$ cat config.mk
export PLATFORM = sky130hd
export DESIGN_NAME = seg7_scan_driver
export DESIGN_NICKNAME = d
export VERILOG_FILES = /design/src/rtl/seg7_scan_driver.sv
export SDC_FILE = /design/constraint.sdc
export NUM_CORES = 1
export LEC_CHECK = 0
export ABC_AREA = 1
export CORE_MARGIN = 1
export CORE_UTILIZATION = 32
export DETAILED_ROUTE_END_ITERATION = 12
export GPL_TIMING_DRIVEN = 0
export PLACE_DENSITY_LB_ADDON = 0.05
export SLEW_MARGIN = 25
export SYNTH_ARGS = -nofsm -noshare
export SYNTH_HDL_FRONTEND = slang
export SYNTH_SLANG_ARGS = --single-unit
$ cat constraint.sdc
create_clock -name clk -period 3.2 [get_ports clk]
set_input_delay 0.32 -clock clk [delete_from_list [all_inputs] [get_ports clk]]
set_output_delay 0.32 -clock clk [all_outputs]
set_load 0.02 [all_outputs]
$ cat src/rtl/seg7_scan_driver.sv
// Multiplexed four-digit seven-segment scan driver with a one-deep pending
// register that is copied into the display register at frame boundaries.
module seg7_scan_driver #(
  parameter int unsigned DIV      = 4,
  parameter int unsigned BLANK_LZ = 1
) (
  input  logic        clk,
  input  logic        rst,
  input  logic [15:0] in_bcd,
  input  logic        in_valid,
  output logic        in_ready,
  output logic [6:0]  seg,
  output logic [3:0]  dig_en,
  output logic        frame_done,
  output logic        err
);

  localparam logic [15:0] LAST = 16'(DIV - 1);

  logic [15:0] presc;
  logic [1:0]  idx;
  logic [15:0] disp;
  logic [15:0] pend;
  logic        pend_full;
  logic        tick;
  logic        boundary;
  logic [3:0]  cur_nib;
  logic        cur_blank;
  logic        disp_bad;

  function automatic logic [6:0] decode(input logic [3:0] n);
    case (n)
      4'd0:    return 7'b1111110;
      4'd1:    return 7'b0110000;
      4'd2:    return 7'b1101101;
      4'd3:    return 7'b1111001;
      4'd4:    return 7'b0110011;
      4'd5:    return 7'b1011011;
      4'd6:    return 7'b1011111;
      4'd7:    return 7'b1110000;
      4'd8:    return 7'b1111111;
      4'd9:    return 7'b1110011;
      default: return 7'b0000001;
    endcase
  endfunction

  assign tick       = (presc == LAST);
  assign boundary   = tick && (idx == 2'd3);
  assign frame_done = boundary;
  assign in_ready   = !pend_full;

  always_ff @(posedge clk) begin
    if (rst) begin
      presc <= '0;
      idx   <= '0;
    end else if (tick) begin
      presc <= '0;
      idx   <= idx + 2'd1;
    end else begin
      presc <= presc + 16'd1;
    end
  end

  // A full pending register blocks new input, so a handshake can never
  // coincide with the boundary copy of the same value.
  always_ff @(posedge clk) begin
    if (rst) begin
      disp      <= '0;
      pend      <= '0;
      pend_full <= 1'b0;
    end else if (pend_full) begin
      if (boundary) begin
        disp      <= pend;
        pend_full <= 1'b0;
      end
    end else if (in_valid) begin
      pend      <= in_bcd;
      pend_full <= 1'b1;
    end
  end

  always_comb begin
    cur_nib   = disp[3:0];
    cur_blank = 1'b0;
    case (idx)
      2'd0: cur_nib = disp[3:0];
      2'd1: cur_nib = disp[7:4];
      2'd2: cur_nib = disp[11:8];
      2'd3: cur_nib = disp[15:12];
      default: cur_nib = disp[3:0];
    endcase
    if (BLANK_LZ != 0) begin
      case (idx)
        2'd1: cur_blank = (disp[15:4] == 12'd0);
        2'd2: cur_blank = (disp[15:8] == 8'd0);
        2'd3: cur_blank = (disp[15:12] == 4'd0);
        default: cur_blank = 1'b0;
      endcase
    end
  end

  assign disp_bad = (disp[3:0] > 4'd9) || (disp[7:4] > 4'd9) ||
                    (disp[11:8] > 4'd9) || (disp[15:12] > 4'd9);

  // Outputs trail idx/disp by one cycle.
  always_ff @(posedge clk) begin
    if (rst) begin
      seg    <= '0;
      dig_en <= '0;
      err    <= 1'b0;
    end else begin
      seg    <= cur_blank ? 7'b0000000 : decode(cur_nib);
      dig_en <= 4'b0001 << idx;
      err    <= disp_bad;
    end
  end

endmodule

==> impl_metrics.env, run 1 <==
export IMPL_ys_ff_latch=63
export IMPL_synth_most_common_cell="nor2_1"
export IMPL_cp_common_cell="nor2_1"
export IMPL_swShare=0.284
export IMPL_syn_avg_cell_area_um2=7.24
export IMPL_drc=0
export IMPL_path_cells="ha_1 > nand4_1 > nor2_1 > nand2_1 > nor2_1 > clkdlybuf4s50_1"
export IMPL_preCtsSetupSlack_ns=0.865
export IMPL_clkPwrFrac=0.349
export IMPL_place_gp_congestion=0.803
export IMPL_synth_top_area_frac=0.424
export IMPL_drive_gt1_frac=0.0917
export IMPL_yosysSeqAreaShare=0.424
export IMPL_row_count=34
export IMPL_worstMarginPinSlew_ns=0.497
export IMPL_rrSetupSlack_ns=0.90
export IMPL_portBuffers=31
export IMPL_status="completed"
export IMPL_min_delay_start="rst"
export IMPL_final_setup_worst_slack_ns=0.682
export IMPL_start_kind="register"
export IMPL_cts_setup_buffers=0
export IMPL_dr_pass1_iters=6
export IMPL_max_cap_viol_count=0
export IMPL_grt_setup_unrepaired="no"
export IMPL_p_int_mw=1.25
export IMPL_worstSetupPathDepth=6
export IMPL_power_switching_mw=0.497
export IMPL_ir_drop_v=0.000228
export IMPL_overflow=0
export IMPL_fin_crit_ns=2.52
export IMPL_crit_family="simple AND/OR/NAND/NOR gates"
export IMPL_initial_core_util=0.336
export IMPL_fmax_mhz=397
export IMPL_synth_area_um2=2980
export IMPL_cp_slowest_cell="clkdlybuf4s50_1"
export IMPL_cp_buffers_inverters=1
export IMPL_r2r_start="idx[0]"
export IMPL_final_max_slew_viol_count=0
export IMPL_core_um2=8850
export IMPL_cts_sinks=63
export IMPL_ys_top_cells_by_area="dfxtp_1 (42%), nor2_1 (12%), nand2_1 (11%)"
export IMPL_pwr_share_comb=0.166
export IMPL_cts_hold_buffers_added=0
export IMPL_cts_root_buf="clkbuf_8"
export IMPL_grt_pass1_vias=2368
export IMPL_p_leak_nw=1.61
export IMPL_cts_resized=0
export IMPL_syn_to_final_growth_pct=20.8
export IMPL_die_area_um2=9690
export IMPL_grt_max_degree=12
export IMPL_path_clk_slew_ns=0.07
export IMPL_grt_antenna_before_repair=0
export IMPL_clk_latency_ns=0.34
export IMPL_fin_nets=483
export IMPL_critPathMaxFanout=4
export IMPL_reg2reg_depth=10
export IMPL_cts_tree="done"
export IMPL_wl_per_cell_um=11.1
export IMPL_synth_common_cells="nor2_1 (95), nand2_1 (86), dfxtp_1 (63), inv_1 (41), o21ai_0 (22)"
export IMPL_worstPathArrival_ns=2.20
export IMPL_h_tree_depth=3
export IMPL_synth_fp_nets=441
export IMPL_synthCells=411
export IMPL_synth_distinct_cells=33
export IMPL_postRouteAntennaNets=0
export IMPL_end_kind="output pin"
export IMPL_max_stage_delay_ns=0.63
export IMPL_skew_ns=0.0150
export IMPL_grt_pass1_wl_um=10800
export IMPL_dp_hpwl_um=4790
export IMPL_met3_usage=0.0284
export IMPL_min_period_over_period=0.787
export IMPL_grt_util_met1=0.181
export IMPL_setup_worst_path_class="register to output pin"
export IMPL_pwr_share_seq=0.485
export IMPL_finalSetupTns_ns=0
export IMPL_ys_async_sr_fraction=0
export IMPL_tritoncts_num_buffers=9
export IMPL_fp_dieW_um=98.4
export IMPL_instances_no_fill=566
export IMPL_antennaDiodeCount=0
export IMPL_grtUsageMet2=0.229
export IMPL_num_vias=2466
export IMPL_drtIter0Drc=59
export IMPL_synth_top_cell_by_area="dfxtp_1"
export IMPL_fillers=993
export IMPL_pwr_density_cell_nw_per_um2=487
export IMPL_dp_cells=550
export IMPL_ioPinCount=33
export IMPL_clk_path_buf_depth=2
export IMPL_critPathLaunch="presc[0]"
export IMPL_slew_limit_headroom=0.667
export IMPL_min_path_type="input pin to register"
export IMPL_viasPerCell=4.36
export IMPL_final_hold_viol_count=0
export IMPL_synth_edf_count=0
export IMPL_worstPathRequired_ns=2.88
export IMPL_track_usage=0.141
export IMPL_hold_depth=2
export IMPL_setup_viol=0
export IMPL_fp_dieH_um=98.4
export IMPL_wirelength_um=6270
export IMPL_grt_busiest_layer="met2"
export IMPL_yosysWarnings=0
export IMPL_ys_flop_type="dfxtp_1"
[power by group through the flow]
stage / registers [mW] / logic (mW) / clock network, mW
3_3_place_gp: 0.866 / 0.294 / 0
4_1_cts: 0.850 / 0.295 / 0.634
5_1_grt: 0.855 / 0.329 / 0.670
3_5_place_dp: 0.868 / 0.294 / 0
6_report: 0.849 / 0.290 / 0.611
2_1_floorplan: 0.892 / 0.167 / 0
[cell usage in the layout (no fill, tap or decap), types with 3 or more instances in the layout]
master            n
nand3_1          18
nand4_1           5
clkbuf_8         11
xor2_1            4
nand3b_1          3
clkinv_2          4
inv_1            41
nor2_2            4
buf_6             4
clkdlybuf4s50_1  31
nor3_1            8
o21ai_0          22
nand2_1          86
dfxtp_1          63
ha_1             11
nor2_1           95
a21oi_1          20
nand2_2           4
[per-layer routing]
layer,routed length (um),share of wire,vias to the layer above
met1,3250,0.52,1036
met2,2680,0.43,41
met5,0,0,-
li1,-,-,1380
met3,218,0.035,9
met4,120,0.019,0
[cell type report]
type	instances	area, um^2	share of cell area
timing repair buffer	31	310	0.0863
inverter	44	165	0.0459
clock inverter	6	36.3	0.0101
buffer	9	76.3	0.0212
multi-input combinational	295	1470	0.410
sequential	63	1260	0.351
tap	108	135	0.0376
clock buffer	10	138	0.0383
[metrics by stage]
step,instance area (um^2),hold slack [ns],power (mW),utilization
finish,3600,0.262,1.75,0.406
global route,3600,0.279,1.85,0.406
CTS,3600,0.255,1.78,0.406
detailed placement,3420,0.446,1.16,0.387
global placement,3420,0.434,1.16,0.387
floorplan,2980,0.418,1.06,-
[kinds of logic (layout without fill, tap and decap cells)]
| kind of cell | Yosys count | after routing | share of synthesized area |
|---|---|---|---|
| and+or+nand+nor | 232 | 232 | 0.346 |
| DFF | 63 | 63 | 0.424 |
| buffers and inverters | 53 | 100 | 0.0811 |
| AOI/OAI and AO/OA | 47 | 47 | 0.0887 |
| adders and majority gates | 11 | 11 | 0.0462 |
| xor gates and xnor gates | 5 | 5 | 0.0147 |
[worst reg2reg max path, cell delays in order (launching register included)]
cell and delay, ns:
dfxtp_1 0.45, inv_1 0.13, ha_1 0.32, inv_2 0.18, nand2_1 0.09, o22ai_1 0.33
ha_1 0.30, nand3b_1 0.18, nand2_1 0.09, nand2_1 0.05, a21oi_1 0.13
[state kept, by name (all words and copies together), names as in the netlist]
signal and flops:
disp 16, pend 16, presc 16, seg 7, dig_en 4, idx 2
err 1, pend_full 1
[final timing paths]
| check | end |
|---|---|
| worst min register to register | presc[0] |
| worst min-delay path | idx[0] |
| worst max register to register | seg[3] |
| worst max-delay path | frame_done |
Note: power is estimated with default switching activity, not from simulation.
==> run 2: changes to the inputs <==
==> constraint.sdc (replaced) <==
create_clock -name clk -period 2.3 [get_ports clk]
set_input_delay 0.23 -clock clk [delete_from_list [all_inputs] [get_ports clk]]
set_output_delay 0.23 -clock clk [all_outputs]
set_load 0.02 [all_outputs]
==> run 2 against run 1 <==
Net effect: via count increased by 0.24%; register-to-register slack worse by 0.67 ns; final cell count stayed put; first-iteration DRC count is 17% higher; critical path depth grew 5.
==> impl_metrics.env, run 2 (synthesized netlist as in run 1, its figures left out) <==
export IMPL_status="completed"
export IMPL_track_usage=0.142
export IMPL_cts_root_buf="clkbuf_8"
export IMPL_final_max_slew_viol_count=0
export IMPL_ioPinCount=33
export IMPL_final_core_util=0.409
export IMPL_grt_antenna_before_repair=0
export IMPL_tritoncts_num_buffers=9
export IMPL_min_period_over_period=0.899
export IMPL_syn_to_final_growth_pct=21.6
export IMPL_dp_hpwl_um=4790
export IMPL_cts_hold_buffers_added=0
export IMPL_grt_pass1_wl_um=10800
export IMPL_layout_common_cells="nor2_1 (93), nand2_1 (86), dfxtp_1 (62)"
export IMPL_cp_common_cell="nor2_1"
export IMPL_r2r_start="idx[1]"
export IMPL_path_clk_slew_ns=0.07
export IMPL_skew_ns=0.0130
export IMPL_h_tree_depth=3
export IMPL_setup_worst_path_class="register to register"
export IMPL_row_count=34
export IMPL_place_gp_congestion=0.803
export IMPL_worstPathRequired_ns=2.52
export IMPL_fp_dieW_um=98.4
export IMPL_drc=0
export IMPL_finalSetupTns_ns=0
export IMPL_end_kind="register"
export IMPL_portBuffers=31
export IMPL_cts_setup_buffers=0
export IMPL_top_regs="disp: 16 flops, pend: 16 flops, presc: 16 flops"
export IMPL_worstMarginPinSlew_ns=0.495
export IMPL_rrSetupSlack_ns=0.23
export IMPL_setup_viol=0
export IMPL_cts_sinks=63
export IMPL_min_path_type="input pin to register"
export IMPL_pwr_density_cell_nw_per_um2=675
export IMPL_preCtsSetupSlack_ns=-0.0351
export IMPL_final_hold_viol_count=0
export IMPL_critPathMaxFanout=7
export IMPL_dr_pass1_iters=6
export IMPL_die_area_um2=9690
export IMPL_worstPathArrival_ns=2.29
export IMPL_final_setup_worst_slack_ns=0.232
export IMPL_wirelength_um=6290
export IMPL_fillers=995
export IMPL_cts_tree="done"
export IMPL_min_delay_start="rst"
export IMPL_drtIter0Drc=69
export IMPL_hold_depth=2
export IMPL_clk_latency_ns=0.34
export IMPL_cp_slowest_cell="dfxtp_1"
export IMPL_r2r_end="seg[0]"
export IMPL_start_kind="register"
export IMPL_grt_max_degree=12
export IMPL_initial_core_util=0.336
export IMPL_final_common_cell="nor2_1"
export IMPL_fmax_mhz=484
export IMPL_viasPerCell=4.37
export IMPL_ir_drop_v=0.000317
export IMPL_max_cap_viol_count=0
export IMPL_wl_per_cell_um=11.1
export IMPL_clk_path_buf_depth=2
export IMPL_overflow=0
export IMPL_num_vias=2472
export IMPL_postRouteAntennaNets=0
export IMPL_p_leak_nw=1.61
export IMPL_reg2reg_depth=11
export IMPL_path_cells="inv_1 > ha_2 > inv_2 > nand2_1 > nor2_1 > a21oi_1 > ha_1 > nand3b_1 > nand2_1 > nor2_1 > nor2_1"
export IMPL_core_um2=8850
export IMPL_antennaDiodeCount=0
export IMPL_grt_setup_unrepaired="no"
export IMPL_drive_gt1_frac=0.105
export IMPL_grt_pass1_vias=2385
export IMPL_fp_dieH_um=98.4
export IMPL_max_stage_delay_ns=0.36
export IMPL_slew_limit_headroom=0.668
export IMPL_hold_end="idx[0]"
export IMPL_fin_crit_ns=2.07
export IMPL_fin_nets=483
-- run 2: layout make-up --
cell class | count | area, um^2 | share of cell area
multi-input cells | 295 | 1500 | 0.414
flip-flops and latches | 63 | 1260 | 0.349
clock buffers | 10 | 138 | 0.0380
plain buffers | 9 | 76.3 | 0.0211
repair buffers | 31 | 309 | 0.0854
clock inverters | 6 | 36.3 | 0.0100
well taps | 108 | 135 | 0.0373
inverters | 44 | 165 | 0.0456
-- run 2: metal layers --
layer  wire (um)  track usage  share of wire  vias up
met1        3300        0.180           0.52     1045
li1            -            -              -     1380
met2        2710        0.231           0.43       40
met4          95       0.0689          0.015        0
met5           0            0              0        -
met3         188       0.0284          0.030        7
-- run 2: worst max-delay path, delay by kind of cell, from the launching register on --
family          cells  cell delay [ns]
buf+inv             2             0.29
flops               1             0.36
simple gates        6             0.55
fa+ha+maj           2             0.49
compound gates      1             0.28
-- run 2: metrics by stage --
stage                     area (um^2)  cells  hold slack (ns)  power [mW]
after floorplan                  2980    411            0.394        1.47
after global placement           3420    550            0.434        1.61
after CTS                        3610    566            0.165        2.48
after detailed placement         3420    550            0.446        1.62
after global routing             3620    566            0.189        2.59
final                            3620    566            0.167        2.44
-- run 2: repair_timing --
item                                    4_1_cts  5_1_grt
resized for setup                             4        4
pin swaps                                     0        0
endpoints found under the setup margin        2        7
-- run 2: worst max-delay path by stage --
stage,startpoint,cells past startpoint,to,slack (ns)
floorplan,idx[0],10,seg[3],0.30
global placement,idx[0],10,seg[3],-0.02
detailed placement,idx[0],10,seg[3],-0.04
CTS,idx[0],11,seg[6],0.02
global route,idx[1],11,seg[0],0.001
finish,idx[1],11,seg[0],0.23
-- run 2: power by group --
part / internal [mW] / total (mW) / switching [mW]
clock: 0.414 / 0.847 / 0.433
combinational: 0.183 / 0.413 / 0.230
sequential: 1.15 / 1.18 / 0.0289
total: 1.75 / 2.44 / 0.692
==> run 3: changes to the inputs <==
--- a/config.mk
+++ b/config.mk
@@ -6,7 +6,7 @@
 export NUM_CORES = 1
 export LEC_CHECK = 0
 export ABC_AREA = 1
-export CORE_MARGIN = 1
+export CORE_MARGIN = 2
 export CORE_UTILIZATION = 32
 export DETAILED_ROUTE_END_ITERATION = 12
 export GPL_TIMING_DRIVEN = 0
==> run 3 against run 2 <==
Net effect: clock power grew 28%; final area rose by 1.2%; wire length up 2.8%; non-clock buffer count is the same; final cell count is 0.53% higher; critical endpoint is now seg[3]; register-to-register slack got worse by 0.02 ns; largest power group unchanged; worst setup slack worse by 0.024 ns; sequential cell count is the same; sequential share of layout area fell by 0.43 points; via count rose by 0.32%; highest routed layer unchanged; clock skew rose by 0.0028 ns; first-iteration DRC count is 5.8% lower.
==> impl_metrics.env, run 3 (synthesized netlist as in run 1, its figures left out) <==
export IMPL_die_area_um2=10100
export IMPL_fp_dieH_um=100
export IMPL_top_regs="disp: 16 flops, pend: 16 flops, presc: 16 flops"
export IMPL_path_clk_slew_ns=0.07
export IMPL_drc=0
export IMPL_max_cap_viol_count=0
export IMPL_portBuffers=31
export IMPL_drive_gt1_frac=0.105
export IMPL_finalSetupTns_ns=0
export IMPL_clk_latency_ns=0.35
export IMPL_postRouteAntennaNets=0
export IMPL_row_count=35
export IMPL_tritoncts_num_buffers=9
export IMPL_track_usage=0.139
export IMPL_cts_setup_buffers=0
export IMPL_grt_setup_unrepaired="no"
export IMPL_num_vias=2480
export IMPL_skew_ns=0.0158
export IMPL_worstMarginPinSlew_ns=0.515
export IMPL_setup_viol=0
export IMPL_setup_worst_path_class="register to register"
export IMPL_final_max_slew_viol_count=0
export IMPL_min_period_over_period=0.909
export IMPL_preCtsSetupSlack_ns=-0.0594
export IMPL_clk_path_buf_depth=2
export IMPL_status="completed"
export IMPL_dp_hpwl_um=4850
export IMPL_end_kind="register"
export IMPL_grt_max_degree=13
export IMPL_initial_core_util=0.325
export IMPL_h_tree_depth=3
export IMPL_final_setup_worst_slack_ns=0.209
export IMPL_ir_drop_v=0.000302
export IMPL_cts_tree="done"
export IMPL_fmax_mhz=478
export IMPL_fp_dieW_um=100
export IMPL_viasPerCell=4.36
export IMPL_syn_to_final_growth_pct=23.1
export IMPL_pwr_density_cell_nw_per_um2=730
export IMPL_cts_root_buf="clkbuf_8"
export IMPL_grt_pass1_vias=2310
export IMPL_fin_nets=483
export IMPL_grt_antenna_before_repair=0
export IMPL_critPathMaxFanout=7
export IMPL_fin_crit_ns=2.09
export IMPL_dp_cells=553
export IMPL_layout_common_cells="nor2_1 (93), nand2_1 (86), dfxtp_1 (62)"
export IMPL_grt_pass1_wl_um=10900
export IMPL_p_leak_nw=1.62
export IMPL_cts_sinks=63
export IMPL_antennaDiodeCount=0
export IMPL_place_gp_congestion=0.759
export IMPL_dr_pass1_iters=4
export IMPL_drtIter0Drc=65
export IMPL_ioPinCount=33
export IMPL_final_common_cell="nor2_1"
export IMPL_overflow=0
export IMPL_final_hold_viol_count=0
export IMPL_wirelength_um=6470
export IMPL_start_kind="register"
export IMPL_instances_no_fill=569
export IMPL_slew_limit_headroom=0.655
export IMPL_worstPathRequired_ns=2.57
export IMPL_worstPathArrival_ns=2.36
export IMPL_wl_per_cell_um=11.4
export IMPL_min_path_type="input pin to register"
export IMPL_core_um2=9150
## run 3: changes by cell type in the layout (fill, tap and decap cells not counted), sizes merged
cell           before  now
clkdlybuf4s15       0    1
clkbuf             13   12
dlygate4sd2         1    0
clkinv              6    4
clkinvlp            1    2
bufinv              0    2
## run 3: what timing repair did
item | 4_1_cts | 5_1_grt
setup endpoints to repair | 3 | 8
endpoints found under the hold margin | 0 | 0
gates resized for setup | 4 | 4
hold buffers | 0 | 0
## run 3: layout make-up
| class | instances | area [um^2] |
|---|---|---|
| Timing Repair Buffer | 31 | 310 |
| Buffer | 9 | 76.3 |
| Fill cell | 982 | 5490 |
| Sequential cell | 63 | 1260 |
| Clock inverter | 7 | 97.6 |
| Clock buffer | 9 | 124 |
| Tap cell | 111 | 139 |
| Multi-Input combinational cell | 295 | 1490 |
| Inverter | 44 | 165 |
## run 3: worst max-delay path: stages, from the launching register on
cell and delay [ns]:
dfxtp_1 0.43, inv_1 0.14, ha_2 0.25, inv_2 0.16, nand2_1 0.11, o22ai_2 0.23
ha_1 0.28, nand3b_1 0.18, nand2_1 0.09, nand2_1 0.05, a21oi_1 0.12
## run 3: path summary, 6_finish.rpt
kind              startpoint       end  slack, ns  cells past startpoint
hold / removal           rst    idx[0]       0.17                      2
setup reg to reg      idx[1]    seg[3]       0.21                     10
hold reg to reg     presc[0]  presc[0]       0.46                      1
setup / recovery      idx[1]    seg[3]       0.21                     10
## run 3: per-layer routing
| layer | track usage | up-vias | routed length, um |
|---|---|---|---|
| li1 | - | 1380 | - |
| met4 | 0.0601 | 0 | 116 |
| met3 | 0.0320 | 11 | 215 |
| met2 | 0.203 | 38 | 2550 |
| met1 | 0.196 | 1051 | 3590 |
| met5 | 0 | - | 0 |
## run 3: power breakdown
| group | internal [mW] | switching (mW) | total (mW) |
|---|---|---|---|
| Sequential | 1.15 | 0.0292 | 1.18 |
| Clock | 0.611 | 0.469 | 1.08 |
| Combinational | 0.181 | 0.231 | 0.412 |
| Total | 1.95 | 0.729 | 2.67 |
## run 3: through the flow
stage | power, mW | util | area [um^2] | hold WS (ns)
global route | 2.82 | 0.400 | 3660 | 0.182
detailed placement | 1.62 | 0.374 | 3430 | 0.439
global placement | 1.62 | 0.374 | 3430 | 0.433
finish | 2.67 | 0.400 | 3660 | 0.174
CTS | 2.70 | 0.400 | 3660 | 0.164
floorplan | 1.47 | - | 2980 | 0.394
==> edit (settings of run 2) <==
Set the parameter `BLANK_LZ` to 0 (it was 1).
--- a/src/rtl/seg7_scan_driver.sv
+++ b/src/rtl/seg7_scan_driver.sv
@@ -2,7 +2,7 @@
 // register that is copied into the display register at frame boundaries.
 module seg7_scan_driver #(
   parameter int unsigned DIV      = 4,
-  parameter int unsigned BLANK_LZ = 1
+  parameter int unsigned BLANK_LZ = 0
 ) (
   input  logic        clk,
   input  logic        rst,
Check against the original RTL: not equivalent (Yosys sat finds a counterexample within 10 cycles, from zero or initial values and one cycle with rst high).
==> edit against run 2 <==
- final area shrank 2.9%
- sequential cell count unchanged
- critical path depth increased by 1
- area after synthesis fell by 4.3%
- wire length decreased by 1.9%
- worst setup slack lost 36 ps
- total power rose by 0.46%
- count of clock-buffer cells in the layout up 4
- critical path type unchanged
- critical endpoint is now seg[1]
==> edit: results (changes against run 2) <==
| Metric | Value |
|---|---|
| Largest net degree at the start of global routing | 11 (-1) |
| Met2 usage | 26.30% (+3.2 points) |
| RR Endpoint | seg[1] |
| Yosys cell types | 31 (-6.1%) |
| Top Family by Delay on Critical Path | adder cells |
| Worst VDD drop | 0.2642 mV (-17%) |
| Routed via count | 2,432 (-1.6%) |
| Fillers | 967 (-2.8%) |
| Cells on worst reg2reg path | 12 (+1) |
| Worst R2R Setup Slack | 200 ps (-40 ps) |
| Post-cts gate resize count | 1 (-3) |
| CORE AREA | 8678 sq um (-1.9%) |
| Synth area leaders | dfxtp_1 44%, nor2_1 12%, nand2_1 12% |
| First-pass GRT wire length | 10.75 mm (-0.89%) |
| CP endpoint | seg[1] |
| Worst setup path startpoint | idx[0] |
| Initial drt markers | 59 (-14%) |
| Router iterations before antenna repair | 4 (-2) |
| Status | finished, final reports clean |
| WL final | 6.169 mm (-1.9%) |
| HPWL after detailed placement | 4.550 mm (-5.0%) |
| Vias in the first global route | 2,308 (-3.2%) |
| Met1 Use GR | 18.68% (+0.63 points) |
| Worst Path Max Fanout | 6 (-1) |
| Final nets | 471 (-2.5%) |
| Critical Path AT | 2360 ps (+70 ps) |
| Syn nets | 428 (-2.9%) |
| Met3 WL | 196 microns (+4.3%) |
| Top post-synthesis cells by count | 92 x nor2_1, 89 x nand2_1, 63 x dfxtp_1 |
| Share of cells above drive strength 1 | 8.969% (-1.5 points) |
| Standby leakage power | 0.001586 uW (-1.6%) |
| Total GRT Usage | 15.43% (+1.2 points) |
| Hold Path Cell Cnt | 1 (-1) |
| Port Buffers | 32 (+3.2%) |
| GPL Wtd Cong | 0.7367 (-8.2%) |
-- edit: cell count changes after synthesis, sizes merged, moves of 2 or more --
cell and delta:
a21oi -6, xor2 -2, o21ai +6, inv +5
nor3 +2, nand3b -3, nor2 -4, nand3 -10
-- edit: layout make-up --
class,count,area (sq um),share of cell area (%)
Sequential cell,63,1261,35.90
Clock buffer,14,182.7,5.199
Multi-Input combinational cell,276,1354,38.53
Buffer,10,65.06,1.852
Timing Repair Buffer,32,319.1,9.081
Inverter,49,183.9,5.235
Tap cell,108,135.1,3.846
Clock inverter,2,12.51,0.3561
-- edit: worst reg2reg max path, stage by stage (launching register included) --
cell	delay, ps
dfxtp_1	410
inv_1	150
ha_1	270
inv_2	120
nand2_1	80
o21ai_2	270
inv_1	140
ha_1	200
inv_1	50
nand3_1	90
nand2_1	80
nand2_1	50
a21oi_1	130
-- edit: logic make-up after synthesis --
kind of cell	count (synthesis)	synth area share [%]
compound gates	47	9.179
buf+inv	59	8.739
xor+xnor	3	0.9224
fa+ha+maj	11	4.831
simple gates	215	32.06
flops	63	44.27
-- edit: worst min path at each step --
stage,endpoint,start
5_1_grt,presc[0],presc[0]
3_3_place_gp,presc[0],presc[0]
2_1_floorplan,idx[1],rst
6_report,presc[0],presc[0]
3_5_place_dp,presc[0],presc[0]
4_1_cts,presc[0],presc[0]
-- edit: metrics by stage --
step	setup TNS [ps]	hold slack [ps]	area [sq um]	setup WS, ps	instances
floorplan	0	384.6	2849	367.4	398
global placement	0	433.9	3304	33.87	538
detailed placement	0	459.4	3304	42.87	538
CTS	0	471.5	3498	19.45	554
global route	-12.08	490.0	3513	-12.08	554
finish	0	472.8	3513	196.3	554
-- edit: power by group --
part           internal (uW)  switching (uW)
registers               1150            27.1
clock network            508             416
logic                    151             200
